## src/rtl/veririsc_controller.sv

```systemverilog
// VeriRISC sequencing controller: eight-phase instruction cycle producing memory
// enables and IR/PC/accumulator strobes from the current phase, opcode and zero flag.
module veririsc_controller #(
  parameter bit HALT_STICKY = 1'b1
) (
  input  logic       clk,
  input  logic       rst_,
  input  logic [2:0] opcode,
  input  logic       zero,
  output logic       mem_rd,
  output logic       mem_wr,
  output logic       load_ir,
  output logic       load_ac,
  output logic       load_pc,
  output logic       inc_pc,
  output logic       halt,
  output logic [2:0] phase
);

  localparam logic [2:0] OP_HLT = 3'd0;
  localparam logic [2:0] OP_SKZ = 3'd1;
  localparam logic [2:0] OP_ADD = 3'd2;
  localparam logic [2:0] OP_AND = 3'd3;
  localparam logic [2:0] OP_XOR = 3'd4;
  localparam logic [2:0] OP_LDA = 3'd5;
  localparam logic [2:0] OP_STO = 3'd6;
  localparam logic [2:0] OP_JMP = 3'd7;

  typedef enum logic [3:0] {
    INST_ADDR  = 4'd0,
    INST_FETCH = 4'd1,
    INST_LOAD  = 4'd2,
    IDLE       = 4'd3,
    OP_ADDR    = 4'd4,
    OP_FETCH   = 4'd5,
    ALU_OP     = 4'd6,
    STORE      = 4'd7,
    HALTED     = 4'd8
  } state_t;

  state_t state;
  state_t next_state;
  logic   is_aluop;

  assign is_aluop = (opcode == OP_ADD) || (opcode == OP_AND) ||
                    (opcode == OP_XOR) || (opcode == OP_LDA);

  always_ff @(posedge clk or negedge rst_) begin
    if (!rst_) state <= INST_ADDR;
    else       state <= next_state;
  end

  // Encodings 9..15 fall into the default arm and recover to INST_ADDR.
  always_comb begin
    next_state = INST_ADDR;
    unique case (state)
      INST_ADDR:  next_state = INST_FETCH;
      INST_FETCH: next_state = INST_LOAD;
      INST_LOAD:  next_state = IDLE;
      IDLE:       next_state = OP_ADDR;
      OP_ADDR:    next_state = (HALT_STICKY && (opcode == OP_HLT)) ? HALTED : OP_FETCH;
      OP_FETCH:   next_state = ALU_OP;
      ALU_OP:     next_state = STORE;
      STORE:      next_state = INST_ADDR;
      HALTED:     next_state = HALTED;
      default:    next_state = INST_ADDR;
    endcase
  end

  // opcode/zero are only looked at in phases 4..7, so unknowns elsewhere stay out.
  always_comb begin
    mem_rd  = 1'b0;
    mem_wr  = 1'b0;
    load_ir = 1'b0;
    load_ac = 1'b0;
    load_pc = 1'b0;
    inc_pc  = 1'b0;
    halt    = 1'b0;
    unique case (state)
      INST_ADDR: ;
      INST_FETCH: mem_rd = 1'b1;
      INST_LOAD, IDLE: begin
        mem_rd  = 1'b1;
        load_ir = 1'b1;
      end
      OP_ADDR: begin
        inc_pc = 1'b1;
        halt   = (opcode == OP_HLT);
      end
      OP_FETCH: mem_rd = is_aluop;
      ALU_OP: begin
        mem_rd  = is_aluop;
        load_ac = is_aluop;
        inc_pc  = (opcode == OP_SKZ) && zero;
        load_pc = (opcode == OP_JMP);
      end
      STORE: begin
        mem_rd  = is_aluop;
        load_ac = is_aluop;
        inc_pc  = (opcode == OP_JMP);
        load_pc = (opcode == OP_JMP);
        mem_wr  = (opcode == OP_STO);
      end
      HALTED: halt = 1'b1;
      default: ;
    endcase
  end

  assign phase = (state == HALTED) ? 3'b111 : state[2:0];

  a_rd_wr_exclusive: assert property (@(posedge clk) disable iff (!rst_) !(mem_rd && mem_wr));
  a_halt_no_write:   assert property (@(posedge clk) disable iff (!rst_) halt |-> !mem_wr);
  a_state_known:     assert property (@(posedge clk) disable iff (!rst_) !$isunknown(state));

endmodule

```

## config.mk

```make
export PLATFORM = sky130hd
export DESIGN_NAME = veririsc_controller
export DESIGN_NICKNAME = d
export VERILOG_FILES = /design/src/rtl/veririsc_controller.sv
export SDC_FILE = /design/constraint.sdc
export NUM_CORES = 1
export LEC_CHECK = 0
export ABC_AREA = 1
export CELL_PAD_IN_SITES_DETAIL_PLACEMENT = 1
export CELL_PAD_IN_SITES_GLOBAL_PLACEMENT = 2
export CORE_MARGIN = 3
export CORE_UTILIZATION = 17
export CTS_CLUSTER_DIAMETER = 120
export CTS_CLUSTER_SIZE = 25
export DETAILED_ROUTE_END_ITERATION = 8
export HOLD_SLACK_MARGIN = 0.06
export PLACE_DENSITY_LB_ADDON = 0.1
export SYNTH_ARGS = -nofsm -noshare
export SYNTH_HDL_FRONTEND = slang
export SYNTH_SLANG_ARGS = --single-unit
```

## constraint.sdc

```tcl
create_clock -name clk -period 1.05 [get_ports clk]
set_input_delay 0.1575 -clock clk [delete_from_list [all_inputs] [get_ports clk]]
set_output_delay 0.1575 -clock clk [all_outputs]
set_load 0.01 [all_outputs]
```

# Word level (Yosys, flattened, before mapping)
# Cells that the tools add are included.
# Widths: inputs -> output; s select.
classes:
  add_sub_neg: 0
  mul: 0
  div_mod_pow: 0
  magnitude_cmp: 0
  n_eq_ne: 15
  shifts: 0
  mux: 10
  bitwise_logic: 0
  n_reduce_logical: 10
op_table:
  columns: ["cell", "count"]
  rows:
  - ["$pmux 4 s8", 1]
  - ["$eq 4x3->1 const B", 4]
  - ["$eq 3x3->1 const B", 4]
  - ["$eq 4x2->1 const B", 2]
  - ["$eq 3x2->1 const B", 2]
  - ["$reduce_or 3->1", 2]
  - ["$eq 4x1->1 const B", 1]
  - ["$eq 4x4->1 const B", 1]
  - ["$logic_not 4->1", 1]
  - ["$mux 1", 4]
  - ["$mux 4", 1]
  - ["$pmux 1 s2", 2]
  - ["$reduce_or 2->1", 2]
  - ["$eq 3x1->1 const B", 1]
  - ["$logic_not 3->1", 1]
  - ["$logic_or 1x1->1", 3]
  - ["$mux 3", 1]
  - ["$pmux 1 s3", 1]
  - ["$logic_and 1x1->1", 1]
word_totals:
  register_bits: 4
  latchBits: 0
  mem_bits_rw: 0
  mem_bits_ro: 0
  output_inout_bits: 10
  elab_cells: 36
  memories: 0

# Longest topological paths before layout
depth:
  word_depth: 5
  mapped_depth: 5
  mapped_depth_nobuf: 5

# Least setup slack after synthesis
# No wires, ideal clock.
synth_path:
  kind: "register -> output"
  start: "register state[3]"
  end: "output port load_pc"
  t_arrival_ns: 0.874
  slack_ns: 0.019
  stages_incl_launch_ff: 4
  path_cell_list: "dfrtp_1 nor2_4 nand2_2 nor3_1"
synth_between:
  elab_chain_cells: 3
  word_cells_on_any_way: 4
  cone_classes: "eq/ne (2); mux (1); reduce/logical (1)"
synth_rtl:
  columns: ["item", "line_no", "rtl"]
  rows:
  - ["start: declaration", "41", "state_t state;"]
  - ["start signal: assignment", "50", "else state <= next_state;"]
  - ["$eq 4x3->1", "79", "unique case (state)"]
  - ["$reduce_or 2->1 (no source line) (*)", null, null]
  - ["$mux 1 (*)", null, null]
  - ["end: declaration", "14", "output logic load_pc,"]
# Every way passes the cells marked *; elsewhere a longest branch is shown, timed or not.

# Worst setup path in the final report
layout_path:
  start: "register state[0]"
  end: "output port halt"
layout_between:
  elab_chain_cells: 2
  word_cells_on_any_way: 3
  cone_classes: "eq/ne (2); mux (1)"
layout_rtl:
  columns: ["item", "line_no", "rtl"]
  rows:
  - ["$eq 4x4->1 or $eq 4x3->1 (tied branches)", "79", null]
  - ["$pmux 1 s2 (*)", "79", null]
  - ["end: declaration", "16", "output logic halt,"]
# Marked as above.

==> summary.md <==
| Metric | Value |
|---|---|
| CP top delay family | flip-flops |
| Max-slew violations | 0 |
| Most area-hungry cell type in the Yosys netlist | dfrtp_1 |
| Synth cell types | 11 |
| Share of power burned in registers | approximately 17% |
| Worst r2r src | state[1] |
| Critical-path maximum fanout | 4 |
| Tot GR Track Use | 12.85% |
| Worst-skew pair later-pin latency | 230 ps |
| CTS Buffer Depth | 2 |
| Final #Nets | about 100 |
| Final period util | 131.7% |
| Setup-failing EPs final | 13 |
| Power per standard cell area | roughly 2700 nW/um^2 |
| Die Y | between 40 and 50 um |
| Met1 usage | between 10% and 20% |
| Most frequent cells in the layout | buf_4 (15), nand2_1 (12), buf_2 (10) |
| Routed WL | 1481 um |
| Clock Skews | 0.3277 ps |
| Ranking of synthesized cells by area | dfrtp_1 (32%), nand2_1 (23%), nor2_1 (11%) |
| Post-Syn Area | 316.6 sq um |
| CP bufs+invs | 2 |
| Die area | about 2400 sq um |
| Vias per cell | between 4 and 5 |
| RR Endpoint | state[0] |
| Area added between synthesis and finish | 136.4% |
| Top Registers | state x4 |
| Top reg by flops | state |
| GRT met3 Usage | 2.752% |
| Core Region | 1629 sq um |
| Clock power share | 9.0% |
| # clock sinks | 4 |
| H-tree depth reported by CTS | 1 |
| Post-layout min period | 1383 ps |
| Largest net degree at the start of global routing | 5 |
| Final Hold Slack | 133.2 ps |
| Failing checks | setup timing |
| Critical Path Max Stage Delay | about 430 ps |
| Max reg flops | 4 |
| Vias in the first global route | 531 |
| ANT nets after route | 0 |
| RSZ-0062 raised after global routing | true |
| CP startpoint | state[0] |
| Ant. Diodes | 0 |
| Row count | 14 |
| Initial antenna violation count | 0 |
| Top-area cell type share of the netlist area | around a third |
| Setup TNS Final | -3020 ps |
| Worst setup SP type | flip-flop |
| CP cell instances | nor2_4 -> nand3_2 -> buf_6 -> o21ai_2 -> buf_2 |
| FF-to-FF setup slack | -100 ps |
| DR DRC count | 0 |
| Number of cells on the critical path | 5 |
| R2R cell count | 7 |
| Gr ovfl total | 0 |
| Syn Nets | 61 |
| Avg Cell Area, Syn | 5.756 sq um |
| Max Cap Viol | 0 |
| Routability cong. | 0.7421 |
| Pint | approximately 0.0011 W |
| Die width | 49.15 um |
| Inserted Clock Buffers | 3 |
| Max_slew headroom | 86.88% |
| CTS root buf | clkbuf_4 |
| Cts hold-fix bufs | 0 |
| Crit path kind | reg -> out |
| TritonCTS clock tree | done |
| Leak | 0.3841 nW |
| Warning count from the yosys run | 0 |
| Starting density of the core | 19.43% |
| Sequential area share after synthesis | 31.62% |
| Net load switching power | 0.0008927 W |
| Layout cells sized above 1 | between 60% and 70% |
| Post-synthesis register bit count | 4 |
| Comb pwr share | around three quarters |
| Port-buffer cells | 15 |
| Worst vdd ir | between 1 and 1.5 mV |
| Worst-path clk slew | about 30 ps |
| Drt pass-1 iters | 3 |
| Final Hold Violating Endpoints | 0 |
| GR peak layer | met2 |
| Status | complete, but fails checks |
| CP required | 890 ps |
| Via count | 488 |
| Layout fillers | 213 |
| Met2 Use GR | between 20% and 30% |
| Arrival @ worst endpoint | approximately 1200 ps |
| Hold Crit Class | in -> async |
| Peak Freq | 723.0 MHz |
| Net Sw Frac | about 45% |
| Final worst setup slack | -333.2 ps |
| Most common cell after layout, fill and taps aside | buf_4 |
| Wire length per cell | 12.55 um |
| Top Ports | 16 |
| CP endpoint kind | primary output |
| Dpl ws | -651.7 ps |
| Iter 0 DRT Violations | 3 |
| Worst-margin pin slew | 196.4 ps |
| Hpwl dp | 975.4 um |
| Syn Inst Count | 55 |
| First-pass GRT wire length | 2352 um |
| Critical path endpoint | halt |
| Slowest cell on crit path | dfrtp_2 |
[layout make-up]
type                            count  area [sq um]  share of cell area (%)
Timing Repair Buffer               36         280.3                   37.46
Multi-Input combinational cell     42         271.5                   36.29
Sequential cell                     4         105.1                   14.05
Inverter                            9         38.79                   5.184
Tap cell                           24         30.03                   4.013
Clock buffer                        3         22.52                   3.010
[cells in the mapped netlist]
| master | n |
|---|---|
| nor3_1 | 3 |
| nand3_1 | 6 |
| inv_1 | 8 |
| nand2_2 | 1 |
| a21oi_1 | 1 |
| nor2_1 | 9 |
| inv_2 | 1 |
| nor2_4 | 1 |
| o21ai_1 | 2 |
| dfrtp_1 | 4 |
| nand2_1 | 19 |
[routing by layer]
metal | vias to the layer above | part of all wire (%)
li1 | 249 | -
met1 | 229 | 41
met2 | 8 | 55
met3 | 2 | 2.6
met4 | 0 | 0.68
met5 | - | 0
[metrics by stage]
step / cell area [sq um] / total power, W / cells / utilization (%)
finish: 748.2 / 0.002000 / 118 / 45.93
global route: 748.2 / 0.002182 / 118 / 45.93
CTS: 671.9 / 0.001753 / 116 / 41.24
detailed placement: 594.3 / 0.001460 / 107 / 36.48
global placement: 594.3 / 0.001452 / 107 / 36.48
floorplan: 316.6 / 0.0007546 / 55 / -
[worst min path at each step]
| stage | to | cells past startpoint | slack, ps |
|---|---|---|---|
| 6_report | state[3] | 1 | 130 |
| 5_1_grt | state[0] | 1 | 130 |
| 4_1_cts | state[2] | 1 | 130 |
| 3_5_place_dp | state[3] | 1 | 380 |
| 3_3_place_gp | state[3] | 1 | 370 |
| 2_1_floorplan | state[0] | 0 | -140 |
[kinds of logic (layout without fill, tap and decap cells)]
kind of cell / count (synthesis) / count (layout) / synth area share [%]
AO/OA/AOI/OAI: 3 / 3 / 4.742
AND/OR/NAND/NOR: 39 / 39 / 52.96
buffers and inverters: 9 / 48 / 10.67
flip-flops: 4 / 4 / 31.62
[worst register-to-register path: cells and delay by family (launching register included)]
family | cells | cell delay [ps]
simple gates | 3 | 170
buf+inv | 4 | 420
flops | 1 | 440
[power by group through the flow]
| stage | Sequential [W] | Combinational (W) | Clock [W] |
|---|---|---|---|
| final | 0.000343 | 0.00148 | 0.000180 |
| after global routing | 0.000354 | 0.00163 | 0.000201 |
| after CTS | 0.000330 | 0.00123 | 0.000193 |
| after detailed placement | 0.000300 | 0.00116 | 0 |
| after global placement | 0.000294 | 0.00116 | 0 |
| after floorplan | 0.000284 | 0.000471 | 0 |
[what timing repair did]
item,4_1_cts,5_1_grt
pin swaps,5,4
hold endpoints to repair,0,0
resized for setup,62,17
setup endpoints to repair,12,14
buffers inserted,6,3
(Power assumes the default switching activity.)
